$ cat config.mk
export PLATFORM = sky130hd
export DESIGN_NAME = if_prefetch_queue
export DESIGN_NICKNAME = d
export VERILOG_FILES = /design/src/rtl/if_prefetch_queue.sv
export SDC_FILE = /design/constraint.sdc
export NUM_CORES = 1
export LEC_CHECK = 0
export ABC_AREA = 0
export CORE_MARGIN = 8
export CORE_UTILIZATION = 50
export CTS_CLUSTER_SIZE = 14
export DETAILED_ROUTE_END_ITERATION = 8
export PLACE_DENSITY = 0.72
export SYNTH_ARGS = -nofsm -noshare
export SYNTH_HDL_FRONTEND = slang
export SYNTH_SLANG_ARGS = --single-unit
$ cat constraint.sdc
create_clock -name clk -period 24.6 [get_ports clk]
set_input_delay 4.92 -clock clk [delete_from_list [all_inputs] [get_ports clk]]
set_output_delay 4.92 -clock clk [all_outputs]
set_load 0.01 [all_outputs]
$ cat src/rtl/if_prefetch_queue.sv
// Instruction-fetch front end: drives imem_addr from the fetch PC and buffers
// {PC, instruction} pairs in a first-word-fall-through FIFO toward IF/ID.
module if_prefetch_queue #(
  parameter int              DEPTH    = 4,
  parameter int              PC_W     = 64,
  parameter logic [PC_W-1:0] RESET_PC = '0
) (
  input  logic                       clk,
  input  logic                       reset,
  output logic [PC_W-1:0]            imem_addr,
  input  logic [31:0]                imem_data,
  input  logic                       redirect,
  input  logic [PC_W-1:0]            redirect_pc,
  output logic                       out_valid,
  input  logic                       out_ready,
  output logic [PC_W-1:0]            out_pc,
  output logic [31:0]                out_instr,
  output logic [$clog2(DEPTH):0]     count
);

  localparam int AW = $clog2(DEPTH);
  localparam int CW = AW + 1;

  logic [PC_W-1:0] r_pc_mem    [DEPTH];
  logic [31:0]     r_instr_mem [DEPTH];
  logic [AW-1:0]   r_rd_ptr;
  logic [AW-1:0]   r_wr_ptr;
  logic [CW-1:0]   r_count;
  logic [PC_W-1:0] r_fetch_pc;

  logic            w_pop;
  logic            w_push;
  logic [CW-1:0]   w_count_nxt;

  assign imem_addr = r_fetch_pc;
  assign count     = r_count;
  assign out_valid = (r_count != '0) & ~redirect;
  assign out_pc    = r_pc_mem[r_rd_ptr];
  assign out_instr = r_instr_mem[r_rd_ptr];

  assign w_pop  = out_valid & out_ready;
  // A full queue may still accept a word when the head leaves in the same cycle.
  assign w_push = ~redirect & ((r_count < CW'(DEPTH)) | w_pop);

  always_comb begin
    w_count_nxt = r_count;
    case ({w_push, w_pop})
      2'b10:   w_count_nxt = r_count + 1'b1;
      2'b01:   w_count_nxt = r_count - 1'b1;
      default: w_count_nxt = r_count;
    endcase
  end

  always_ff @(posedge clk) begin
    if (reset) begin
      r_fetch_pc <= RESET_PC;
      r_rd_ptr   <= '0;
      r_wr_ptr   <= '0;
      r_count    <= '0;
      for (int i = 0; i < DEPTH; i++) begin
        r_pc_mem[i]    <= '0;
        r_instr_mem[i] <= '0;
      end
    end else if (redirect) begin
      // Wrong-path entries are abandoned in place; the empty count hides them.
      r_fetch_pc <= {redirect_pc[PC_W-1:2], 2'b00};
      r_rd_ptr   <= '0;
      r_wr_ptr   <= '0;
      r_count    <= '0;
    end else begin
      if (w_push) begin
        r_pc_mem[r_wr_ptr]    <= r_fetch_pc;
        r_instr_mem[r_wr_ptr] <= imem_data;
        r_wr_ptr              <= r_wr_ptr + 1'b1;
        r_fetch_pc            <= r_fetch_pc + PC_W'(4);
      end
      if (w_pop) begin
        r_rd_ptr <= r_rd_ptr + 1'b1;
      end
      r_count <= w_count_nxt;
    end
  end

endmodule

==> summary.md, run 1 <==
| Metric | Value |
|---|---|
| Element type at the critical path end | `output port` |
| CP most frequent cell | `clkdlybuf4s50_1` |
| R2R Path End | `r_pc_mem[2][38]` |
| Data required, critical path | `19680 ps` |
| Cell Area, Synth | `20050 sq um` |
| Netlist cell types | `60` |
| Max Clock Skew | `12.93 ps` |
| Dpl hpwl | `34130 um` |
| Hold buffers post-CTS | `0` |
| Mapped Cells | `1568` |
| Critical path arrival | `6410 ps` |
| Unrepaired setup endpoints after global routing | `false` |
| Number of buffers and inverters on the critical path | `3` |
| Htree depth | `2` |
| Leading area contributor after synthesis | `edfxtp_1` |
| Die Wd | `216.3 um` |
| Routed WL per cell | `23.56 um` |
| Hold WC Path Type | `flip-flop to flip-flop` |
| Inst Count DP | `2265` |
| Register area | `12720 sq um` |
| Most common cell in the netlist | `edfxtp_1` |
| Initial antenna violation count | `7` |
| R2R depth | `4` |
| Sequential area share after synthesis | `0.6339` |
| Full die area | `46770 sq um` |
| CP Launch Type | `input port` |
| Layout cell share with drive strength beyond 1 | `0.1118` |
| Final net count | `1891` |
| Measured slew at the worst slew-check pin | `1127 ps` |
| Total track usage | `0.2327` |
| F_max | `88.24 MHz` |
| DR iter-0 viols | `1124` |
| Clock sink count | `447` |
| Largest net degree at the start of global routing | `81` |
| Min cycle time layout | `11330 ps` |
| DIE HEIGHT | `216.3 um` |
| Max FO, Critical Path | `39` |
| Worst Setup Path Type | `input port to output port` |
| Post-synth top cells | `edfxtp_1 (376), nor2_1 (276), nand2_1 (148)` |
| Grt ovf | `0` |
| Slew HR | `0.2489` |
| Final setup fails | `0` |
| Routed wire length | `55380 um` |
| Area of the multi-input gates | `6561 sq um` |
| FF-to-FF setup slack | `20840 ps` |
| Status | `completed` |
| Post-synth top area share | `0.5630` |
| EDFF count, synth | `376` |
| PostCTS Resize Cnt | `0` |
| Worst r2r src | `count[2]` |
| Vias in the first global route | `13890` |
| P per Cell Area | `70.59 nW/um^2` |
| CP Launch Point | `redirect` |
| Final Hold Fails | `0` |
| Leakage | `9.058 nW` |
| Via density per instance | `5.761` |
| Clock slew at reported path FFs | `60 ps` |
| Maximum vdd drop | `0.04614 mV` |
| Area of the core | `39640 sq um` |
| Post-synth top flop | `edfxtp_1` |
| Area contributors post-synth | `edfxtp_1 (56%), mux4_2 (11%), dfxtp_1 (7.1%), nor2_1 (5.2%), nand2_1 (2.8%)` |
| Io pins | `264` |
| MaxCap Viol Count | `0` |
| Crit path max-delay family | `buffers and inverters` |
| Levels on crit path | `4` |
| Clock Tree Root | `clkbuf_16` |
| Crit path to | `out_valid` |
| CTS tree | `built` |
| Post-DP Area | `23070 sq um` |
| Drt drc | `0` |
| Maximum buffer depth of the clock tree | `3` |
| First-pass GRT wire length | `83540 um` |
| Area delta synth->final | `22.39%` |
| Syn avg cell area | `12.79 sq um` |
| Largest stage delay, worst path | `500 ps` |
| Layout filler cell count | `3068` |
| DRT Pass-1 Iters | `5` |
| Final period utilization | `0.4607` |
| Clk_lat worst skew | `570 ps` |
| Rows | `73` |
| PortBufs | `257` |
| Crit-path slowest cell | `clkdlybuf4s50_1` |
| Setup TNS | `0 ps` |
| Initial core utilization | `0.5059` |
| Cell chain of the critical path | `clkdlybuf4s50_1 > buf_4 > nor2_1 > clkdlybuf4s50_1` |
| Max-slew violation count | `0` |
| CTS Buf Count | `46` |
| Warnings from Yosys | `0` |
| Fin area | `24540 sq um` |
| Total power draw | `1.732 mW` |
| Final Instance Count excl. Fillers | `2351` |
| Async set-reset flop share out of synthesis | `0` |
| RD Place Congestion | `0.8023` |
| Setup bufs post-CTS | `0` |
| Yosys reg bits | `447` |
| Via count | `13550` |
| Detail Route Antenna Nets | `0` |
[routing by layer]
metal  wire length [um]  GRT usage  up-vias
met5                 65          0        -
met4                938    0.06019       10
met3               5909    0.06643       74
met2              26900     0.3825      647
met1              21570     0.3020     6712
li1                   -          -     6102
[sequential cells by signal, indices dropped and copies added (netlist names), named ones only]
signal,flops
count,3
imem_addr,62
r_wr_ptr,2
r_rd_ptr,2
r_pc_mem,248
r_instr_mem,128
[report_power, final]
part / leakage (nW) / internal [mW] / switching [mW]
Clock: 0.718 / 0.400 / 0.284
Sequential: 4.51 / 0.863 / 0.0274
Combinational: 3.83 / 0.0733 / 0.0842
[worst min-delay path, cell delays in order (launching register included)]
cell     delay (ps)
dfxtp_1         340
nand2_1          70
a21oi_1          60
[kinds of logic after synthesis]
logic type,synth area share
flops,0.6339
fa+ha+maj,0.002246
buf+inv,0.04311
mux,0.1081
xor+xnor,0.01922
simple gates,0.1537
compound gates,0.03962
other cells,0.0001870
[layout by cell type, fill, tap and decap left out, types with 16 or more instances in the layout]
| master | Yosys | layout |
|---|---|---|
| nand2_1 | 148 | 146 |
| dfxtp_1 | 71 | 69 |
| nor3_1 | 25 | 25 |
| clkdlybuf4s50_1 | 0 | 256 |
| edfxtp_1 | 376 | 376 |
| nand4_1 | 27 | 27 |
| nor2_1 | 276 | 275 |
| xor2_1 | 20 | 20 |
| a21oi_1 | 17 | 16 |
| mux4_2 | 94 | 94 |
| inv_1 | 109 | 109 |
| clkbuf_16 | 0 | 48 |
| a211oi_1 | 33 | 33 |
| buf_4 | 6 | 20 |
| and2_1 | 70 | 70 |
| nand3_1 | 28 | 28 |
| xnor2_1 | 24 | 24 |
[stage by stage]
step	worst slack, ps	hold WS [ps]	utilization
floorplan	11750	458.1	-
CTS	13260	509.6	0.6190
detailed placement	13270	501.0	0.5819
global route	13190	548.8	0.6190
finish	13270	519.0	0.6192
global placement	13290	482.1	0.5819
[how the worst min path moves through the flow]
stage | from | endpoint | slack [ps] | cells after the start
floorplan | r_wr_ptr[1] | r_wr_ptr[1] | 460 | 2
global placement | r_wr_ptr[1] | r_wr_ptr[1] | 480 | 2
detailed placement | r_wr_ptr[1] | r_wr_ptr[1] | 500 | 2
CTS | r_wr_ptr[1] | r_wr_ptr[1] | 510 | 2
global route | r_wr_ptr[1] | r_wr_ptr[1] | 550 | 2
finish | r_wr_ptr[1] | r_wr_ptr[1] | 520 | 2
[final cells by class]
type / instances / area share
Sequential cell: 447 / 0.5183
Multi-Input combinational cell: 906 / 0.2673
Timing Repair Buffer: 277 / 0.1107
Clock buffer: 65 / 0.05317
Tap cell: 525 / 0.02676
Inverter: 110 / 0.01682
Clock inverter: 19 / 0.006729
Antenna cell: 2 / 0.0002039
Power figures use the tool's default switching activity.
==> inputs of run 2 (changes only) <==
==> constraint.sdc (replaced) <==
create_clock -name clk -period 11 [get_ports clk]
set_input_delay 2.2 -clock clk [delete_from_list [all_inputs] [get_ports clk]]
set_output_delay 2.2 -clock clk [all_outputs]
set_load 0.01 [all_outputs]
==> run 2 against run 1 <==
Final cell count down 0.34%. Sequential power is 120% higher. Register-to-register slack worse by 14000 ps. Worst setup slack got worse by 8200 ps. First-iteration DRC count grew 9.3%. Count of clock-buffer cells in the layout down 6. Combinational power grew 120%. Clock skew rose by 7.8 ps. Die area is the same. Hold slack got worse by 20 ps.
==> summary.md, run 2 (synthesis results as in run 1) <==
| Metric | Value |
|---|---|
| Full die area | `46770 sq um (unchanged)` |
| Met3 Resource Use GR | `0.05850 (-0.007939)` |
| Hold depth | `2 (unchanged)` |
| Min cycle time layout | `5926 ps` |
| F_max | `168.7 MHz` |
| Io pins | `264 (unchanged)` |
| Final setup fails | `0 (unchanged)` |
| R2R depth | `4 (unchanged)` |
| Routed WL per cell | `23.41 um (-0.61%)` |
| Sw Share | `0.2276 (-0.0006230)` |
| Rows | `73 (unchanged)` |
| Routed wire length | `54860 um (-0.95%)` |
| Final period utilization | `0.5388` |
| Clock Tree Root | `clkbuf_16` |
| Max-slew violation count | `0 (unchanged)` |
| Via density per instance | `5.787 (+0.45%)` |
| Final Hold Fails | `0 (unchanged)` |
| Post-DP Area | `23050 sq um (about the same)` |
| Worst Setup Path Type | `input port to output port` |
| DR iter-0 viols | `1228 (+9.3%)` |
| Vias in the first global route | `13690 (-1.5%)` |
| Internal | `2.946 mW (+120%)` |
| Leakage | `9.000 nW (-0.63%)` |
| DIE HEIGHT | `216.3 um (unchanged)` |
| MaxCap Viol Count | `0 (unchanged)` |
| Sequential share of power | `0.522 (+0.008)` |
| Commonest non-fill, non-tap cell in the layout | `edfxtp_1` |
| Commonest cells after routing, fill and taps aside | `edfxtp_1 (376), nor2_1 (275), clkdlybuf4s50_1 (256), nand2_1 (146), inv_1 (109)` |
| Htree depth | `2 (unchanged)` |
| P per Cell Area | `156.1 nW/um^2 (+120%)` |
| Global routing usage on met2 | `0.3757 (-0.006813)` |
| Dpl hpwl | `33780 um (-1.0%)` |
| Clock slew at reported path FFs | `60 ps (about the same)` |
| Detail Route Antenna Nets | `0 (unchanged)` |
| Total track usage | `0.2296 (-0.003157)` |
| Sw Pwr | `868.2 uW (+120%)` |
| Hold buffers post-CTS | `0 (unchanged)` |
| CTS Buf Count | `45 (-2.2%)` |
| Drt drc | `0 (unchanged)` |
| PostCTS Resize Cnt | `0 (unchanged)` |
| Measured slew at the worst slew-check pin | `1155 ps (+28.10 ps)` |
| Comb power frac | `0.092 (about the same)` |
| Unrepaired setup endpoints after global routing | `false` |
| Data required, critical path | `8800 ps (-10880 ps)` |
| PortBufs | `257 (unchanged)` |
| Busiest grt layer | `met2` |
| Maximum vdd drop | `0.09193 mV (+99%)` |
| Max Clock Skew | `20.70 ps (+7.766 ps)` |
| Via count | `13560 (+0.11%)` |
| Area delta synth->final | `21.87%` |
| Fin area | `24440 sq um (-0.42%)` |
| Clock power frac | `0.386 (-0.009)` |
| Element type at the critical path end | `output port` |
| Clk_lat worst skew | `560 ps (about the same)` |
| Critical path arrival | `3730 ps (-2680 ps)` |
| Layout cell share with drive strength beyond 1 | `0.1090 (-0.002871)` |
| Setup bufs post-CTS | `0 (unchanged)` |
| Largest net degree at the start of global routing | `71 (-12%)` |
| CP Launch Type | `input port` |
| Initial core utilization | `0.5059 (unchanged)` |
| CTS tree | `built` |
| Hold WC Path Type | `flip-flop to flip-flop` |
| Setup TNS | `0 ps (unchanged)` |
| Max FO, Critical Path | `39 (unchanged)` |
| Most flops, register | `r_pc_mem` |
| RD Place Congestion | `0.8070 (+0.59%)` |
| Final net count | `1888 (-0.16%)` |
| Met1 Track Usage GR | `0.3050 (+0.003020)` |
| Slew HR | `0.2301 (-0.01873)` |
| Layout filler cell count | `3118 (+1.6%)` |
| Area of the core | `39640 sq um (unchanged)` |
| Maximum buffer depth of the clock tree | `3 (unchanged)` |
| First-pass GRT wire length | `82830 um (-0.85%)` |
| DRT Pass-1 Iters | `5 (unchanged)` |
| Status | `completed` |
| Clock sink count | `447 (unchanged)` |
| Die Wd | `216.3 um (unchanged)` |
| Number of flip-flops in the largest register | `248 (unchanged)` |
| Grt ovf | `0 (unchanged)` |
| Initial antenna violation count | `4 (-3)` |
run 2: cell types whose count changed in the layout (fill, tap and decap cells not counted), sizes merged:
cell      change
clkinv        +1
clkbuf        -6
clkinvlp      +1
diode         -1
buf           -2
bufinv        +1
inv           -2
run 2: worst max-delay path, stage by stage:
cell and delay [ps]:
clkdlybuf4s50_1 460, buf_4 440, nor2_1 120, clkdlybuf4s50_1 500
run 2: path summary, 6_finish.rpt:
kind          startpoint              end  slack, ps
max             redirect        out_valid       5070
min          r_wr_ptr[1]      r_wr_ptr[1]        500
max reg2reg     count[2]  r_pc_mem[2][47]       7190
min reg2reg  r_wr_ptr[1]      r_wr_ptr[1]        500
run 2: power groups by stage:
stage	logic [mW]	clock network [mW]	registers (mW)
finish	0.350	1.47	1.99
global route	0.375	1.56	2.00
CTS	0.356	1.50	1.99
detailed placement	0.354	0	2.03
global placement	0.352	0	2.02
floorplan	0.165	0	2.02
run 2: layout make-up:
| type | instances | area, sq um | area share |
|---|---|---|---|
| repair buffers | 275 | 2703 | 0.1106 |
| inverters | 110 | 412.9 | 0.01689 |
| diodes | 1 | 2.502 | 0.0001024 |
| well taps | 525 | 656.9 | 0.02688 |
| flip-flops and latches | 447 | 12720 | 0.5205 |
| clock inverters | 20 | 195.2 | 0.007986 |
| clock buffers | 59 | 1189 | 0.04864 |
| multi-input cells | 906 | 6561 | 0.2685 |
run 2: through the flow:
step | power, mW | utilization | setup slack [ps] | cells | hold WS (ps)
global placement | 2.372 | 0.5816 | 4692 | 2263 | 486.4
finish | 3.814 | 0.6165 | 5074 | 2343 | 499.2
CTS | 3.846 | 0.6165 | 5092 | 2342 | 500.6
detailed placement | 2.381 | 0.5816 | 4682 | 2263 | 492.4
global route | 3.932 | 0.6165 | 5026 | 2342 | 546.8
floorplan | 2.186 | - | 868.9 | 1571 | 458.1
run 2: layer usage:
metal / vias to the layer above / routed length [um]
met5: - / 58
met4: 8 / 950
met3: 69 / 5405
met2: 643 / 26560
met1: 6747 / 21880
li1: 6093 / -
==> inputs of run 3 (changes only) <==
--- a/config.mk
+++ b/config.mk
@@ -10,7 +10,7 @@
 export CORE_UTILIZATION = 50
 export CTS_CLUSTER_SIZE = 14
 export DETAILED_ROUTE_END_ITERATION = 8
-export PLACE_DENSITY = 0.72
+export PLACE_DENSITY = 0.75
 export SYNTH_ARGS = -nofsm -noshare
 export SYNTH_HDL_FRONTEND = slang
 export SYNTH_SLANG_ARGS = --single-unit
==> constraint.sdc (replaced) <==
create_clock -name clk -period 4.9 [get_ports clk]
set_input_delay 0.98 -clock clk [delete_from_list [all_inputs] [get_ports clk]]
set_output_delay 0.98 -clock clk [all_outputs]
set_load 0.01 [all_outputs]
==> run 3 against run 2 <==
Utilization grew 0.67 points. Count of clock-buffer cells in the layout grew 5. Clock skew shrank 1.9 ps. Register-to-register slack lost 5200 ps. Clock power grew 130%. Non-clock buffer count grew 14. Sequential cell count is the same. First-iteration DRC count grew 16%. Critical endpoint is now out_pc[39].
==> summary.md, run 3 (synthesis results as in run 1) <==
| Metric | Value |
|---|---|
| Status | `completed` |
| Worst Setup Path Type | `flip-flop to output port` |
| Setup bufs post-CTS | `0 (unchanged)` |
| Final net count | `1903 (+0.79%)` |
| CTS Buf Count | `46 (+2.2%)` |
| Initial core utilization | `0.5059 (unchanged)` |
| Total power draw | `8.583 mW (+130%)` |
| Commonest cells after routing, fill and taps aside | `edfxtp_1 (376), nor2_1 (275), clkdlybuf4s50_1 (256), nand2_1 (146), inv_1 (109)` |
| Rows | `73 (unchanged)` |
| Final Core Density | `0.6232 (+0.006660)` |
| Clk_lat worst skew | `570 ps (about the same)` |
| Setup TNS | `0 ps (unchanged)` |
| P per Cell Area | `347.4 nW/um^2 (+120%)` |
| DRT Pass-1 Iters | `5 (unchanged)` |
| Final Instance Count excl. Fillers | `2363 (+0.85%)` |
| Critical path arrival | `2840 ps (-890 ps)` |
| R2R depth | `8 (+4)` |
| Detail Route Antenna Nets | `0 (unchanged)` |
| Post-DP Area | `23280 sq um (+1.0%)` |
| Dpl hpwl | `35090 um (+3.9%)` |
| Drt drc | `0 (unchanged)` |
| Vias in the first global route | `13820 (+0.94%)` |
| Io pins | `264 (unchanged)` |
| Area of the core | `39640 sq um (unchanged)` |
| Inst Count DP | `2277 (+0.62%)` |
| Layout cell share with drive strength beyond 1 | `0.1183 (+0.009285)` |
| Final Hold Fails | `0 (unchanged)` |
| Slew HR | `0.3341 (+0.1040)` |
| MaxCap Viol Count | `0 (unchanged)` |
| Via count | `13630 (+0.49%)` |
| Commonest non-fill, non-tap cell in the layout | `edfxtp_1` |
| CTS tree | `built` |
| CP Launch Type | `flip-flop` |
| Full die area | `46770 sq um (unchanged)` |
| RD Place Congestion | `0.8375 (+3.8%)` |
| Largest net degree at the start of global routing | `61 (-14%)` |
| First-pass GRT wire length | `83190 um (+0.44%)` |
| Grt ovf | `0 (unchanged)` |
| Fin area | `24700 sq um (+1.1%)` |
| Die Wd | `216.3 um (unchanged)` |
| DR iter-0 viols | `1420 (+16%)` |
| Initial antenna violation count | `5 (+1)` |
| Max FO, Critical Path | `34 (-13%)` |
| Max Clock Skew | `18.84 ps (-1.855 ps)` |
| Maximum vdd drop | `0.2225 mV (+140%)` |
| Area delta synth->final | `23.18%` |
| Clock Tree Root | `clkbuf_16` |
| Min cycle time layout | `3816 ps` |
| Maximum buffer depth of the clock tree | `3 (unchanged)` |
| Final setup fails | `0 (unchanged)` |
| Max-slew violation count | `0 (unchanged)` |
| PortBufs | `257 (unchanged)` |
| Measured slew at the worst slew-check pin | `973.6 ps (-181.2 ps)` |
| F_max | `262.0 MHz` |
| Hold_ws | `509.1 ps (+9.946 ps)` |
| Routed WL per cell | `23.25 um (-0.69%)` |
| Via density per instance | `5.766 (-0.36%)` |
| Post-route setup slack | `1084 ps (-3990 ps)` |
| Element type at the critical path end | `output port` |
| PostCTS Resize Cnt | `0 (unchanged)` |
| DIE HEIGHT | `216.3 um (unchanged)` |
| Hold buffers post-CTS | `0 (unchanged)` |
| Most flops, register | `r_pc_mem` |
| Total track usage | `0.2311 (+0.001487)` |
| Htree depth | `2 (unchanged)` |
| Hold depth | `2 (unchanged)` |
| Routed wire length | `54940 um (+0.16%)` |
| Number of flip-flops in the largest register | `248 (unchanged)` |
| Clock sink count | `447 (unchanged)` |
| Leakage | `9.140 nW (+1.5%)` |
| Pre-CTS setup slack | `1255 ps (-3427 ps)` |
| Unrepaired setup endpoints after global routing | `false` |
| Data required, critical path | `3920 ps (-4880 ps)` |
| Final period utilization | `0.7788` |
| FF-to-FF setup slack | `2000 ps (-5190 ps)` |
| Hold WC Path Type | `flip-flop to flip-flop` |
| Clock slew at reported path FFs | `60 ps (about the same)` |
[run 3: cell types whose count changed in the layout (fill, tap and decap cells not counted), moves of 2 or more]
cell | previous run | this run
buf_4 | 18 | 22
buf_12 | 0 | 10
clkinv_2 | 5 | 10
bufinv_16 | 4 | 1
diode_2 | 1 | 3
clkbuf_16 | 45 | 49
[run 3: layer usage]
| metal | vias to the layer above | GRT usage | wire, um |
|---|---|---|---|
| met5 | - | 0.003222 | 49 |
| met4 | 8 | 0.07642 | 1391 |
| met3 | 87 | 0.06072 | 5084 |
| met2 | 644 | 0.3693 | 26190 |
| met1 | 6757 | 0.3053 | 22230 |
| li1 | 6130 | - | - |
[run 3: worst paths after layout]
check           endpoint   startpoint
max           out_pc[39]    flip-flop
min          r_wr_ptr[1]  r_wr_ptr[1]
max reg2reg     count[2]     count[2]
min reg2reg  r_wr_ptr[1]  r_wr_ptr[1]
[run 3: cell type report]
type	instances	area, sq um
Sequential cell	447	12720
Tap cell	525	656.9
Multi-Input combinational cell	906	6561
Timing Repair Buffer	289	2933
Clock buffer	64	1303
Fill cell	3044	14940
Inverter	110	412.9
Antenna cell	3	7.507
Clock inverter	19	110.1
[run 3: where the power goes]
part	total, mW	internal, mW	switching [mW]
Sequential	4.47	4.33	0.134
Combinational	0.810	0.384	0.426
Clock	3.31	1.90	1.41
Total	8.58	6.62	1.97
[run 3: critical path, cell delays in order, from the launching register on]
cell and delay [ps]:
dfxtp_4 740, buf_12 370, mux4_2 600, clkdlybuf4s50_1 510
